==> src/rtl/rx_eth_pkg.sv <==
// rx_eth_pkg: shared state encodings and frame constants for the Ethernet receiver
package rx_eth_pkg;
  typedef enum logic [2:0] {IDLE, PREA, HEAD, DATA, CHECK, DROP} state_t;
  localparam logic [7:0] PRE_BYTE = 8'h55;
  localparam logic [7:0] SFD_BYTE = 8'hD5;
  localparam int HDR_LEN = 14;
  localparam int FCS_LEN = 4;
  localparam int MAX_PRE = 7;
  localparam logic [47:0] BCAST_MAC = 48'hFFFF_FFFF_FFFF;
  localparam int ERR_FCS = 0;
  localparam int ERR_RUNT = 1;
  localparam int ERR_LEN = 2;
endpackage

==> src/rtl/eth_fcs.sv <==
// eth_fcs: byte-wide Ethernet CRC-32, output arranged so Crc[31:24] is the first FCS byte on the wire
module eth_fcs (
  input  logic        Clk,
  input  logic        Reset,
  input  logic [7:0]  Data_in,
  input  logic        Enable,
  output logic [31:0] Crc
);
  logic [31:0] c, n;
  // reflected CRC-32 update over one byte, LSB first
  always_comb begin
    n = c;
    for (int i = 0; i < 8; i++) n = (n >> 1) ^ ((n[0] ^ Data_in[i]) ? 32'hEDB8_8320 : 32'h0);
  end
  // running remainder, preset to all ones at frame start
  always_ff @(posedge Clk) begin
    if (Reset) c <= '1;
    else if (Enable) c <= n;
  end
  assign Crc = ~{c[7:0], c[15:8], c[23:16], c[31:24]};
endmodule

==> src/rtl/rx_eth.sv <==
// rx_eth: Ethernet frame receiver with preamble/SFD detect, address filter, FCS strip and check
module rx_eth
  import rx_eth_pkg::*;
#(
  parameter int MAX_LEN = 1518,
  parameter int MIN_PRE = 1
) (
  input  logic        s_axis_aclk,
  input  logic        reset,
  input  logic [7:0]  s_axis_tdata,
  input  logic        s_axis_tvalid,
  input  logic [47:0] local_mac,
  input  logic        promisc,
  output logic [7:0]  m_axis_tdata,
  output logic        m_axis_tvalid,
  output logic        m_axis_tuser,
  output logic        m_axis_tlast,
  output logic [47:0] dst_mac,
  output logic [47:0] src_mac,
  output logic [15:0] eth_type,
  output logic        rx_done,
  output logic        rx_ok,
  output logic [2:0]  rx_err
);
  localparam logic [10:0] MIN_FRAME = 11'(HDR_LEN + 1 + FCS_LEN);
  state_t st, nx;
  logic [10:0] cnt;
  logic [2:0] pcnt;
  logic [4:0][7:0] sr;
  logic tv_q, in_frame, pass, emit, runt;
  logic [31:0] crc;
  logic [2:0] err;
  assign in_frame = st == HEAD || st == DATA;
  assign pass = dst_mac == local_mac || dst_mac == BCAST_MAC || promisc;
  assign emit = st == DATA && cnt >= MIN_FRAME;
  assign runt = cnt < MIN_FRAME;
  // sr[4] is the oldest withheld byte; it is known not to be FCS once a newer byte or end-of-frame arrives
  eth_fcs u_fcs (
    .Clk(s_axis_aclk),
    .Reset(reset || st == IDLE),
    .Data_in(sr[4]),
    .Enable(in_frame && cnt >= 11'(FCS_LEN + 1)),
    .Crc(crc)
  );
  // end-of-frame status flags
  always_comb begin
    err = '0;
    err[ERR_LEN] = cnt > 11'(MAX_LEN);
    err[ERR_RUNT] = runt;
    err[ERR_FCS] = !runt && sr[3:0] != crc;
  end
  // next-state logic
  always_comb begin
    nx = st;
    case (st)
      IDLE: if (s_axis_tvalid) nx = (!tv_q && s_axis_tdata == PRE_BYTE) ? PREA : DROP;
      PREA: if (!s_axis_tvalid) nx = IDLE;
            else if (s_axis_tdata == SFD_BYTE) nx = pcnt >= 3'(MIN_PRE) ? HEAD : DROP;
            else if (s_axis_tdata != PRE_BYTE || pcnt == 3'(MAX_PRE)) nx = DROP;
      HEAD: if (cnt == 11'd6 && !pass) nx = DROP;
            else if (!s_axis_tvalid) nx = CHECK;
            else if (cnt == 11'(HDR_LEN - 1)) nx = DATA;
      DATA: if (!s_axis_tvalid) nx = CHECK;
      CHECK: nx = s_axis_tvalid ? DROP : IDLE;
      DROP: if (!s_axis_tvalid) nx = IDLE;
      default: nx = IDLE;
    endcase
  end
  // state, counters, header capture, byte pipeline and registered outputs
  always_ff @(posedge s_axis_aclk) begin
    if (reset) begin
      st <= IDLE;
      tv_q <= 1'b1;
      cnt <= '0;
      pcnt <= '0;
      sr <= '0;
      m_axis_tdata <= '0;
      m_axis_tvalid <= 1'b0;
      m_axis_tuser <= 1'b0;
      m_axis_tlast <= 1'b0;
      dst_mac <= '0;
      src_mac <= '0;
      eth_type <= '0;
      rx_done <= 1'b0;
      rx_ok <= 1'b0;
      rx_err <= '0;
    end else begin
      st <= nx;
      tv_q <= s_axis_tvalid;
      pcnt <= st == PREA ? pcnt + 3'd1 : 3'd1;
      cnt <= (st == IDLE || st == PREA) ? '0 : cnt + {10'd0, in_frame && s_axis_tvalid && cnt != '1};
      if (in_frame && s_axis_tvalid) sr <= {sr[3:0], s_axis_tdata};
      if (st == HEAD && s_axis_tvalid) begin
        if (cnt < 11'd6) dst_mac <= {dst_mac[39:0], s_axis_tdata};
        else if (cnt < 11'd12) src_mac <= {src_mac[39:0], s_axis_tdata};
        else eth_type <= {eth_type[7:0], s_axis_tdata};
      end
      if (emit) m_axis_tdata <= sr[4];
      m_axis_tvalid <= emit;
      m_axis_tuser <= emit && cnt == MIN_FRAME;
      m_axis_tlast <= emit && !s_axis_tvalid;
      rx_done <= st == CHECK;
      rx_ok <= st == CHECK && err == '0;
      rx_err <= st == CHECK ? err : '0;
    end
  end
endmodule

==> config.mk <==
export PLATFORM = sky130hd
export DESIGN_NAME = rx_eth
export DESIGN_NICKNAME = d
export VERILOG_FILES = /design/src/rtl/rx_eth_pkg.sv /design/src/rtl/eth_fcs.sv /design/src/rtl/rx_eth.sv
export SDC_FILE = /design/constraint.sdc
export NUM_CORES = 1
export LEC_CHECK = 0
export CELL_PAD_IN_SITES_DETAIL_PLACEMENT = 1
export CELL_PAD_IN_SITES_GLOBAL_PLACEMENT = 1
export CORE_ASPECT_RATIO = 0.75
export CORE_UTILIZATION = 39
export CTS_CLUSTER_DIAMETER = 30
export DETAILED_ROUTE_END_ITERATION = 6
export PLACE_DENSITY_LB_ADDON = 0.25
export SYNTH_ARGS = -nofsm -noshare
export SYNTH_HDL_FRONTEND = slang
export SYNTH_HIERARCHICAL = 1
export SYNTH_SLANG_ARGS = --single-unit
==> constraint.sdc <==
create_clock -name s_axis_aclk -period 3.3 [get_ports s_axis_aclk]
set_clock_uncertainty 0.1 [all_clocks]
set_input_delay 0.825 -clock s_axis_aclk [delete_from_list [all_inputs] [get_ports s_axis_aclk]]
set_output_delay 0.825 -clock s_axis_aclk [all_outputs]
set_load 0.01 [all_outputs]
---- Yosys cells after proc, flatten, opt, wreduce, memory -nomap -nowiden ----
Cells that the tools add are included.
word-level totals
  bits in registers ....................... 218
  latch bits .............................. 0
  RAM bits ................................ 0
  memory bits (read-only) ................. 0
  bits of input ports ..................... 60
  output and inout port bits .............. 128
  word-level logic and storage cells ...... 124
  memories kept ........................... 0
cells by class
  add/subtract/negate cells ............... 2
  multiply operators ...................... 0
  div/mod/pow operators ................... 0
  magnitude comparators ................... 7
  equal/unequal tests ..................... 21
  shifts and indexed selects .............. 0
  muxes and demuxes ....................... 22
  bitwise logic cells ..................... 21
  reduce and logical (&&, ||, !) cells .... 30
operator list
  kind                  count
  $mux 32               8
  $xor 31x32->32        8
  $eq 48x48->1          1
  $eq 48x48->1 const B  1
  $mux 3                12
  $ne 32x32->1          1
  $not 32->32           1
  $pmux 3 s6            1
  $add 11x1->11         1
  $eq 11x3->1 const B   1
  $eq 11x4->1 const B   1
  $eq 11x5->1 const B   1
  $ge 11x3->1 const B   1
  $ge 11x5->1 const B   1
  $gt 11x11->1 const B  1
  $logic_and 1x1->1     11
  $lt 11x3->1 const B   1
  $lt 11x4->1 const B   1
  $lt 11x5->1 const B   1
  $ne 11x11->1 const B  1
  $eq 3x3->1 const B    3
  $eq 8x7->1 const B    1
  $eq 8x8->1 const B    1
  $ne 8x7->1 const B    1
  17 further kinds      42

---- Depth between registers and ports, before layout ----
Gate-level depths: netlist of the first run.
  word-level depth ........................ 24
  depth in mapped cells ................... 12
  gate-level depth less buffers ........... 10

---- Cells and area by module ----
The synthesis of the first run kept the hierarchy.
modules (own cells, without submodules)
  module   instances  cells an instance  area each (um^2)  seq. area each (um^2)
  rx_eth   1          972                7,792.5           3,723.6
  eth_fcs  1          210                1,980.6           640.6

---- Worst setup path before layout of the first run ----
No wires, ideal clock.
  kind .................................... input-to-reg
  from .................................... input port promisc
  to ...................................... register st[2]
  setup time .............................. 0.095 ns
  arrival time ............................ 2.324 ns
  required time ........................... 3.105 ns
  slack ................................... 0.781 ns
  stages on the path ...................... 5
  buffers on the path ..................... 0
  path through ............................ or4_2 > a311o_1 > a31oi_2 > o31ai_1 > a221oi_1
between the ends
  word-level cells in the longest chain between the ends .. 5
  elaborated cells between the ends (all ways) .. 7
  classes of those cells .................. 1 x eq/ne; 2 x mux; 4 x reduce/logical
RTL lines
  what                                                             RTL line      text
  start, declared                                                  rx_eth.sv:13  input logic promisc,
  $logic_or 1x1->1 *                                               rx_eth.sv:34  assign pass = dst_mac == local_mac || dst_mac == BCAST_MAC || promisc;
  $logic_not 1->1 *                                                rx_eth.sv:60  HEAD: if (cnt == 11'd6 && !pass) nx = DROP;
  $logic_and 1x1->1 *                                              rx_eth.sv:60
  $ne 4x2->1 (no line) / $mux 3 (equally long branches)            n/a
  $reduce_and 5->1 (no line) / $pmux 3 s6 (equally long branches)  n/a
  end signal, assigned                                             rx_eth.sv:88  st <= nx;
  end, declared                                                    rx_eth.sv:26  state_t st, nx;
Mark *: on every way between the ends. The rest lies on a longest branch, timed or not.
A chain may end at the register's enable or synchronous reset.

---- Worst setup path in the final report of the first run ----
  from .................................... register cnt[8]
  to ...................................... register u_fcs.c[25]
between the ends
  word-level cells in the longest chain between the ends .. 2
RTL lines
  what                    RTL line       text
  start, declared         rx_eth.sv:27   logic [10:0] cnt;
  start signal, assigned  rx_eth.sv:91   cnt <= (st == IDLE || st == PREA) ? '0 : cnt + {10'd0, in_frame && s_axis_tvalid && cnt != '1};
  $ge 11x3->1             rx_eth.sv:42   .Enable(in_frame && cnt >= 11'(FCS_LEN + 1)),
  $logic_and 1x1->1       rx_eth.sv:42
  end signal, assigned    eth_fcs.sv:18  else if (Enable) c <= n;
  end, declared           eth_fcs.sv:9   logic [31:0] c, n;
No other way between the ends.

==> results of run 1 <==
flip-flops by register name (all words and copies together) (netlist names):
signal	count
dst_mac	48
src_mac	48
sr	40
u_fcs/c	32
eth_type	16
cnt	11
m_axis_tdata	8
pcnt	3
rx_err	3
st	3
m_axis_tlast	1
m_axis_tuser	1
m_axis_tvalid	1
rx_done	1
rx_ok	1
tv_q	1
tightest hold or removal path, delay by kind of cell, from the launching register on:
family	cells	cell delay, ps
compound gates	1	50
flops	1	310
simple gates	1	50
Yosys cell counts, types with 12 or more instances:
cell type    n
inv_1       41
nor2_1      42
nor4_1      17
o21ai_0     12
dfxtp_1    218
a21oi_1    159
xor2_1      48
nand2_1    332
o211ai_1    17
nand4_1     29
xnor2_1     90
clkbuf_1    47
kinds of logic (layout without fill, tap and decap cells):
group / count (synthesis) / in the layout
and+or+nand+nor: 463 / 463
AOI/OAI and AO/OA: 224 / 224
DFF: 218 / 218
xor gates and xnor gates: 155 / 155
buffers and inverters: 108 / 327
muxes: 9 / 9
adders and majority gates: 5 / 5
power by group through the flow:
| stage | Clock (mW) | Sequential [mW] | Combinational, mW |
|---|---|---|---|
| final | 4.28 | 2.76 | 0.642 |
| after global routing | 4.49 | 2.76 | 0.694 |
| after CTS | 4.35 | 2.75 | 0.637 |
| after detailed placement | 0 | 2.80 | 0.630 |
| after global placement | 0 | 2.80 | 0.618 |
| after floorplan | 0 | 2.77 | 0.394 |
placed cells by master (no fill, tap or decap), drive strengths merged, types with 9 or more instances in the layout:
master / n
nand2: 332
dfxtp: 218
clkdlybuf4s50: 186
a21oi: 160
xnor2: 102
clkbuf: 56
xor2: 50
inv: 45
nor2: 42
nand4: 29
buf: 22
nor4: 17
o211ai: 17
o21ai: 14
clkinv: 11
a211o: 10
nand3: 10
mux2i: 9
worst paths after layout:
path / cells past startpoint / end / start / slack (ps)
setup / recovery: 8 / u_fcs/c[25] / cnt[8] / 540
hold / removal: 2 / src_mac[42] / src_mac[42] / 360
setup reg to reg: 8 / u_fcs/c[25] / cnt[8] / 540
hold reg to reg: 2 / src_mac[42] / src_mac[42] / 360
layout make-up:
class	instances	area, sq um
multi-input cells	856	4970
fillers	2847	10900
clock inverters	20	263
repair buffers	208	2060
well taps	331	414
inverters	43	161
clock buffers	56	1160
flip-flops and latches	218	4360
layer usage:
| metal | vias up | track usage | share of wire |
|---|---|---|---|
| met4 | 0 | 0.0565 | 0.015 |
| met2 | 227 | 0.375 | 0.42 |
| met1 | 4422 | 0.370 | 0.49 |
| met5 | - | 0 | 0 |
| li1 | 4302 | - | - |
| met3 | 42 | 0.0733 | 0.071 |
==> flow_summary_export.csv, run 1 <==
group,metric,value,unit
synth,yosys_warnings,6,
detailed_routing,via_per_inst,5.19,
timing,setup_viol,0,
timing,holdWs,358,ps
pwr,p_per_area,573,nW/um^2
timing,rsz0062_at_grt,"no",
synth,synth-compound-area-share,0.130,
worst_setup_path,cp_top_family,"simple AND/OR/NAND/NOR gates",
die,die_h,139,um
synth,synth_mux_area_frac,0.00922,
synth,synth_fa_ha_area_frac,0.00640,
worst_setup_path,cp-end-kind,"flip-flop",
synth,netlist_instances,1182,
detailed_routing,postRouteAntennaNets,0,
place,gp_congestion,0.886,
die,rows,49,
clock_network,insertion_delay,520,ps
timing,slew_headroom,0.468,
worst_setup_path,crit_path_start_kind,"flip-flop",
run_status,status,"completed",
synth,yosys.area_share.simple,0.202,
clock_network,htreeDepth,2,
pwr,switching_share,0.246,
global_routing,grt_antenna_before_repair,0,
synth,synth-main-ff-cell,"dfxtp_1",
detailed_routing,drt-initial-drc-count,547,
place,placed_area,12000,sq um
layout,drive_above_1_share,0.0821,
global_routing,overflow,0,
pwr,p_clk_frac,0.557,
clock_network,path_clk_slew,50,ps
worst_setup_path,path_cells,"or4_1, or4_4, nor2_1, a21oi_4, clkinv_1, nor2_1, and3_1, a311oi_1",
synth,netlist_top_cells_area,"dfxtp_1 45%, nand2_1 13%, a21oi_1 8.1%",
timing,slew_viol_final,0,
run,maxCapViolCount,0,
pwr,ir_worst_vdd,0.394,mV
worst_setup_path,max_stage_delay,560,ps
synth,synth_area_leader_cell,"dfxtp_1",
detailed_routing,wl_per_cell,19.0,um
clock_network,cts.repair.resized,0,
synth,synth_seq_cells,218,
layout,antenna_cells,0,
place,portBuffers,187,
detailed_routing,firstDrtPassIters,5,
global_routing,grt_pass1_vias,9205,
global_routing,grt_first_pass_wirelength,51400,um
detailed_routing,routed_wl,32900,um
worst_setup_path,worstPathRequired,3600,ps
layout,final_cell_area,13400,sq um
timing,fin_crit_sh,0.837,
timing,hold_viol,0,
timing,fmax,362,MHz
clock_network,cts_buffer_depth,3,
min_path,hp-class,"flip-flop to flip-flop",
die,core-area,24300,sq um
place,pre_cts_ws,25.3,ps
detailed_routing,post-route-drc-count,0,
pwr,combPwrFrac,0.084,
synth,synth_top_family_by_area,"simple AND/OR/NAND/NOR gates",
synth,synth_nets,1247,
synth,synth.avg_cell_area,8.27,sq um
worst_setup_path,path_class,"flip-flop to flip-flop",
clock_network,cts_root_buf,"clkbuf_16",
timing,worst_slack,537,ps
clock_network,post_cts.repair.setup_buffers,0,
synth,synth_edf_count,0,
global_routing,grt_max_degree,129,
worst_setup_path,critPathMaxFanout,9,
global_routing,track_usage,0.256,
die,boundaryPins,188,
worst_setup_path,crit_buf_inv,1,
timing,setup_tns,0,ps
timing,post-route-min-period,2760,ps
place,place_inst,1656,
clock_network,hold_buffers,0,
synth,synth_xor_area_frac,0.159,
layout,area_delta_synth_final,37.1,%
synth,synth.cell_area,9770,sq um
die,die_x,185,um
clock_network,cts-buffers-inserted,42,
die,die_area,25700,sq um
pwr,total_power,7.68,mW
synth,async_flop_share,0,
synth,yosysUniqueCellTypes,58,
worst_setup_path,cp_common_cell,"nor2_1",
detailed_routing,num_vias,8993,
pwr,internal_power,5.79,mW
place,hpwl,22700,um
layout,fin_nets,1434,
die,initial_core_util,0.403,
clock_network,cts_tree,"yes",
worst_setup_path,slowest_stage,"or4_1",
synth,synth_seq_area_share,0.447,
pwr,p_seq_frac,0.359,
layout,utilization,0.552,
pwr,power.switching,1.88,mW
pwr,p_leak,4.98,nW
worst_setup_path,crit_arrival,3060,ps
clock_network,cts_sinks,218,
synth,synth_top_area_frac,0.447,
timing,worst_pin_slew,796,ps
layout,fin_cells,1732,
(Power assumes the default switching activity.)
==> run 2: changes to the inputs <==
- CORE_UTILIZATION: 39 -> 35
- clock period: 3.3 -> 2.5 ns (I/O delays scaled with it)
==> flow_summary_export.csv, run 2 (synthesis gave the netlist of run 1 again) <==
group,metric,value,unit
run_status,status,"finished, violations left",
run_status,violations,"setup timing",
layout,drive_above_1_share,0.150,
clock_network,htreeDepth,2,
timing,worst_slack,-15.2,ps
clock_network,insertion_delay,550,ps
worst_setup_path,worstPathRequired,2860,ps
layout,area_delta_synth_final,47.7,%
worst_setup_path,crit_path_start_kind,"flip-flop",
worst_setup_path,cp-end-kind,"flip-flop",
global_routing,grt_antenna_before_repair,1,
clock_network,cts_tree,"yes",
timing,setup_viol,1,
clock_network,cts_buffer_depth,3,
pwr,internal_power,8.18,mW
worst_setup_path,reg2reg_to,"dst_mac[36]",
clock_network,cts_root_buf,"clkbuf_16",
layout,final_cell_mix,"332 x nand2_1, 216 x dfxtp_1, 186 x clkdlybuf4s50_1, 157 x a21oi_1",
worst_setup_path,crit_arrival,2870,ps
pwr,switching_share,0.252,
pwr,total_power,10.9,mW
detailed_routing,post-route-drc-count,0,
timing,slew_viol_final,0,
place,place_inst,1752,
worst_setup_path,path_class,"flip-flop to flip-flop",
run,maxCapViolCount,0,
detailed_routing,routed_wl,35900,um
global_routing,grt_first_pass_wirelength,54400,um
worst_setup_path,r2r-start,"cnt[8]",
global_routing,track_usage,0.243,
worst_setup_path,r2r_slack,-20,ps
place,pre_cts_ws,-516,ps
pwr,p_seq_frac,0.330,
place,portBuffers,187,
layout,fin_nets,1518,
detailed_routing,postRouteAntennaNets,0,
detailed_routing,wl_per_cell,19.5,um
clock_network,path_clk_slew,50,ps
clock_network,cts_sinks,218,
worst_setup_path,critPathMaxFanout,10,
detailed_routing,firstDrtPassIters,5,
pwr,p_clk_frac,0.572,
pwr,p_per_area,758,nW/um^2
die,die_h,147,um
min_path,holdPathStages,2,
die,die_area,28600,sq um
global_routing,grt_max_degree,127,
timing,holdWs,339,ps
min_path,hp-class,"primary input to flip-flop",
place,gp_congestion,0.848,
die,boundaryPins,188,
pwr,power.switching,2.75,mW
layout,final_common_cell,"nand2_1",
place,hpwl,24300,um
detailed_routing,drt-initial-drc-count,470,
min_path,hold_end,"dst_mac[30]",
layout,reg_top3,"dst_mac (48), src_mac (48), sr (40)",
timing,worst_pin_slew,905,ps
pwr,ir_worst_vdd,0.500,mV
die,initial_core_util,0.359,
pwr,combPwrFrac,0.098,
global_routing,grt_pass1_vias,9513,
layout,fin_cells,1841,
detailed_routing,num_vias,9321,
timing,post-route-min-period,2520,ps
detailed_routing,via_per_inst,5.06,
global_routing,overflow,0,
timing,hold_viol,0,
min_path,hold_start,"reset",
worst_setup_path,cp-startpoint,"cnt[8]",
layout,antenna_cells,0,
pwr,p_leak,5.53,nW
timing,fmax,398,MHz
worst_setup_path,r2r_cells,8,
die,rows,52,
die,die_x,195,um
timing,rsz0062_at_grt,"yes",
clock_network,cts-buffers-inserted,45,
timing,fin_crit_sh,1.01,
timing,slew_headroom,0.391,
die,core-area,27200,sq um
-- run 2: cell types whose count changed in the layout (fill, tap and decap cells not counted), moves of 2 or more --
cell | before | now
nor2_1 | 41 | 39
buf_12 | 3 | 9
clkbuf_1 | 8 | 3
clkbuf_16 | 42 | 50
clkinvlp_4 | 2 | 10
nor2_2 | 1 | 3
and3_4 | 0 | 2
and3_1 | 5 | 3
dfxtp_2 | 0 | 2
buf_4 | 19 | 89
dfxtp_1 | 218 | 216
-- run 2: stage by stage --
step / cell area [sq um] / setup TNS (ps) / utilization
floorplan: 9770 / 0 / -
global placement: 12600 / -2860 / 0.465
detailed placement: 12600 / -6820 / 0.465
CTS: 14300 / -38.6 / 0.525
global route: 14400 / -1190 / 0.531
finish: 14400 / -15.2 / 0.531
-- run 2: worst max path at each step --
| stage | end | slack, ps | depth (start not counted) |
|---|---|---|---|
| finish | dst_mac[36] | -20 | 8 |
| global placement | st[2] | -450 | 8 |
| detailed placement | st[0] | -520 | 9 |
| global route | st[2] | -70 | 7 |
| CTS | st[0] | -40 | 7 |
| floorplan | u_fcs/c[26] | 60 | 8 |
-- run 2: final cells by class --
type                       count  area (sq um)
inverter                      43           163
sequential                   218          4370
tap                          351           439
clock inverter                29           345
timing repair buffer         289          2830
clock buffer                  55          1260
multi-input combinational    856          5040
fill                        3139         12800
-- run 2: what timing repair did --
item	in CTS	in global routing
endpoints found under the hold margin	0	0
cloned	1	3
pin swaps	2	1
buffers inserted	0	1
hold buffers	0	0
endpoints found under the setup margin	46	32
resized for setup	7	13
-- run 2: worst max-delay path, cell delays in order (launching register included) --
cell     delay, ps
dfxtp_1        310
or4_4          550
or4_4          470
nor2_2         130
buf_4          140
and3_4         300
buf_12         170
nand2_1         80
a21oi_1        200
-- run 2: power groups by stage --
stage | sequential [mW] | clock, mW | combinational (mW)
final | 3.61 | 6.25 | 1.07
after detailed placement | 3.68 | 0 | 0.967
after CTS | 3.61 | 6.38 | 0.998
after floorplan | 3.65 | 0 | 0.520
after global placement | 3.67 | 0 | 0.937
after global routing | 3.61 | 6.57 | 1.15
-- run 2: per-layer routing --
metal	part of all wire	global-route usage
met2	0.42	0.349
met3	0.080	0.0769
met4	0.0094	0.0551
met1	0.49	0.351
met5	0.00036	0
==> run 3: changes to the inputs <==
- TNS_END_PERCENT: unset -> 10
==> flow_summary_export.csv, run 3 (synthesis gave the netlist of run 1 again) <==
group,metric,value,unit
worst_setup_path,path_class,"flip-flop to flip-flop",
detailed_routing,postRouteAntennaNets,0,
clock_network,hold_buffers,0,
place,hpwl,24300,um
run,maxCapViolCount,0,
die,boundaryPins,188,
global_routing,grt_antenna_before_repair,1,
worst_setup_path,r2r-start,"cnt[6]",
place,portBuffers,187,
run_status,status,"completed",
detailed_routing,firstDrtPassIters,4,
die,die_h,147,um
clock_network,path_clk_slew,40,ps
detailed_routing,wl_per_cell,19.1,um
clock_network,cts_root_buf,"clkbuf_16",
die,initial_core_util,0.359,
worst_setup_path,critPathMaxFanout,4,
worst_setup_path,reg2reg_to,"st[2]",
timing,fmax,401,MHz
timing,hold_viol,0,
global_routing,overflow,0,
timing,setup_tns,0,ps
timing,setup_viol,0,
worst_setup_path,worstPathRequired,2830,ps
die,die_area,28600,sq um
die,core-area,27200,sq um
clock_network,htreeDepth,2,
pwr,p_leak,5.49,nW
die,die_x,195,um
pwr,p_per_area,759,nW/um^2
die,rows,52,
place,gp_congestion,0.848,
detailed_routing,post-route-drc-count,0,
detailed_routing,num_vias,9263,
clock_network,cts_sinks,218,
worst_setup_path,r2r_cells,7,
layout,fin_nets,1515,
worst_setup_path,cp-startpoint,"cnt[6]",
min_path,hold_end,"dst_mac[30]",
worst_setup_path,crit_arrival,2830,ps
timing,rsz0062_at_grt,"yes",
timing,holdWs,338,ps
detailed_routing,routed_wl,35000,um
clock_network,cts-buffers-inserted,45,
worst_setup_path,cp-end-kind,"flip-flop",
min_path,hold_start,"reset",
layout,final_common_cell,"nand2_1",
layout,area_delta_synth_final,46.8,%
place,place_inst,1752,
worst_setup_path,r2r_slack,4,ps
layout,drive_above_1_share,0.149,
timing,slew_headroom,0.384,
clock_network,cts_buffer_depth,3,
timing,worst_pin_slew,922,ps
timing,fin_crit_sh,0.998,
min_path,holdPathStages,2,
clock_network,insertion_delay,540,ps
layout,final_cell_mix,"332 x nand2_1, 215 x dfxtp_1, 186 x clkdlybuf4s50_1, 156 x a21oi_1, 90 x xnor2_1",
detailed_routing,drt-initial-drc-count,476,
pwr,ir_worst_vdd,0.497,mV
global_routing,grt_max_degree,127,
global_routing,track_usage,0.243,
clock_network,cts_tree,"yes",
worst_setup_path,crit_path_start_kind,"flip-flop",
global_routing,grt_first_pass_wirelength,54400,um
layout,antenna_cells,0,
detailed_routing,via_per_inst,5.04,
min_path,hp-class,"primary input to flip-flop",
timing,slew_viol_final,0,
timing,post-route-min-period,2500,ps
layout,fin_cells,1838,
pwr,total_power,10.9,mW
layout,reg_top3,"dst_mac (48), src_mac (48), sr (40)",
global_routing,grt_pass1_vias,9521,
[run 3: worst max-delay path by stage]
stage / cells past startpoint / end / slack, ps
finish: 7 / st[2] / 4
global route: 7 / st[2] / -70
global placement: 8 / st[2] / -450
CTS: 7 / st[0] / -7
detailed placement: 9 / st[0] / -520
floorplan: 8 / u_fcs/c[26] / 60
[run 3: power by group]
group	internal (mW)	switching (mW)
Combinational	0.417	0.616
Sequential	3.54	0.0738
Clock	4.21	2.04
[run 3: layout make-up]
type,instances,area [sq um]
multi-input cells,856,5020
well taps,351,439
clock buffers,55,1260
repair buffers,286,2750
fillers,3149,12800
inverters,43,165
flip-flops and latches,218,4370
clock inverters,29,345
[run 3: critical path: stages (launching register included)]
cell and delay, ps:
dfxtp_2 310, or4_4 540, or4_4 480, a311o_1 300, a31oi_2 180, buf_4 160
o31ai_4 60, a221oi_1 270
[run 3: per-layer routing]
layer | vias up | share of wire | GRT usage
met5 | - | 0.00034 | 0
met4 | 2 | 0.010 | 0.0551
met3 | 35 | 0.076 | 0.0769
met2 | 230 | 0.42 | 0.350
met1 | 4522 | 0.49 | 0.351
li1 | 4474 | - | -
[run 3: per-stage QoR]
| stage | util | cell area [sq um] | setup WS, ps |
|---|---|---|---|
| 2_1_floorplan | - | 9770 | 62.0 |
| 3_3_place_gp | 0.465 | 12600 | -448 |
| 3_5_place_dp | 0.465 | 12600 | -516 |
| 4_1_cts | 0.526 | 14300 | -7.11 |
| 5_1_grt | 0.528 | 14300 | -67.9 |
| 6_report | 0.528 | 14300 | 4.18 |
[run 3: repair_timing]
item | in CTS | in global routing
cloned | 1 | 0
resized for setup | 7 | 11
endpoints found under the setup margin | 46 | 29
buffers inserted | 0 | 1
pin swaps | 2 | 0
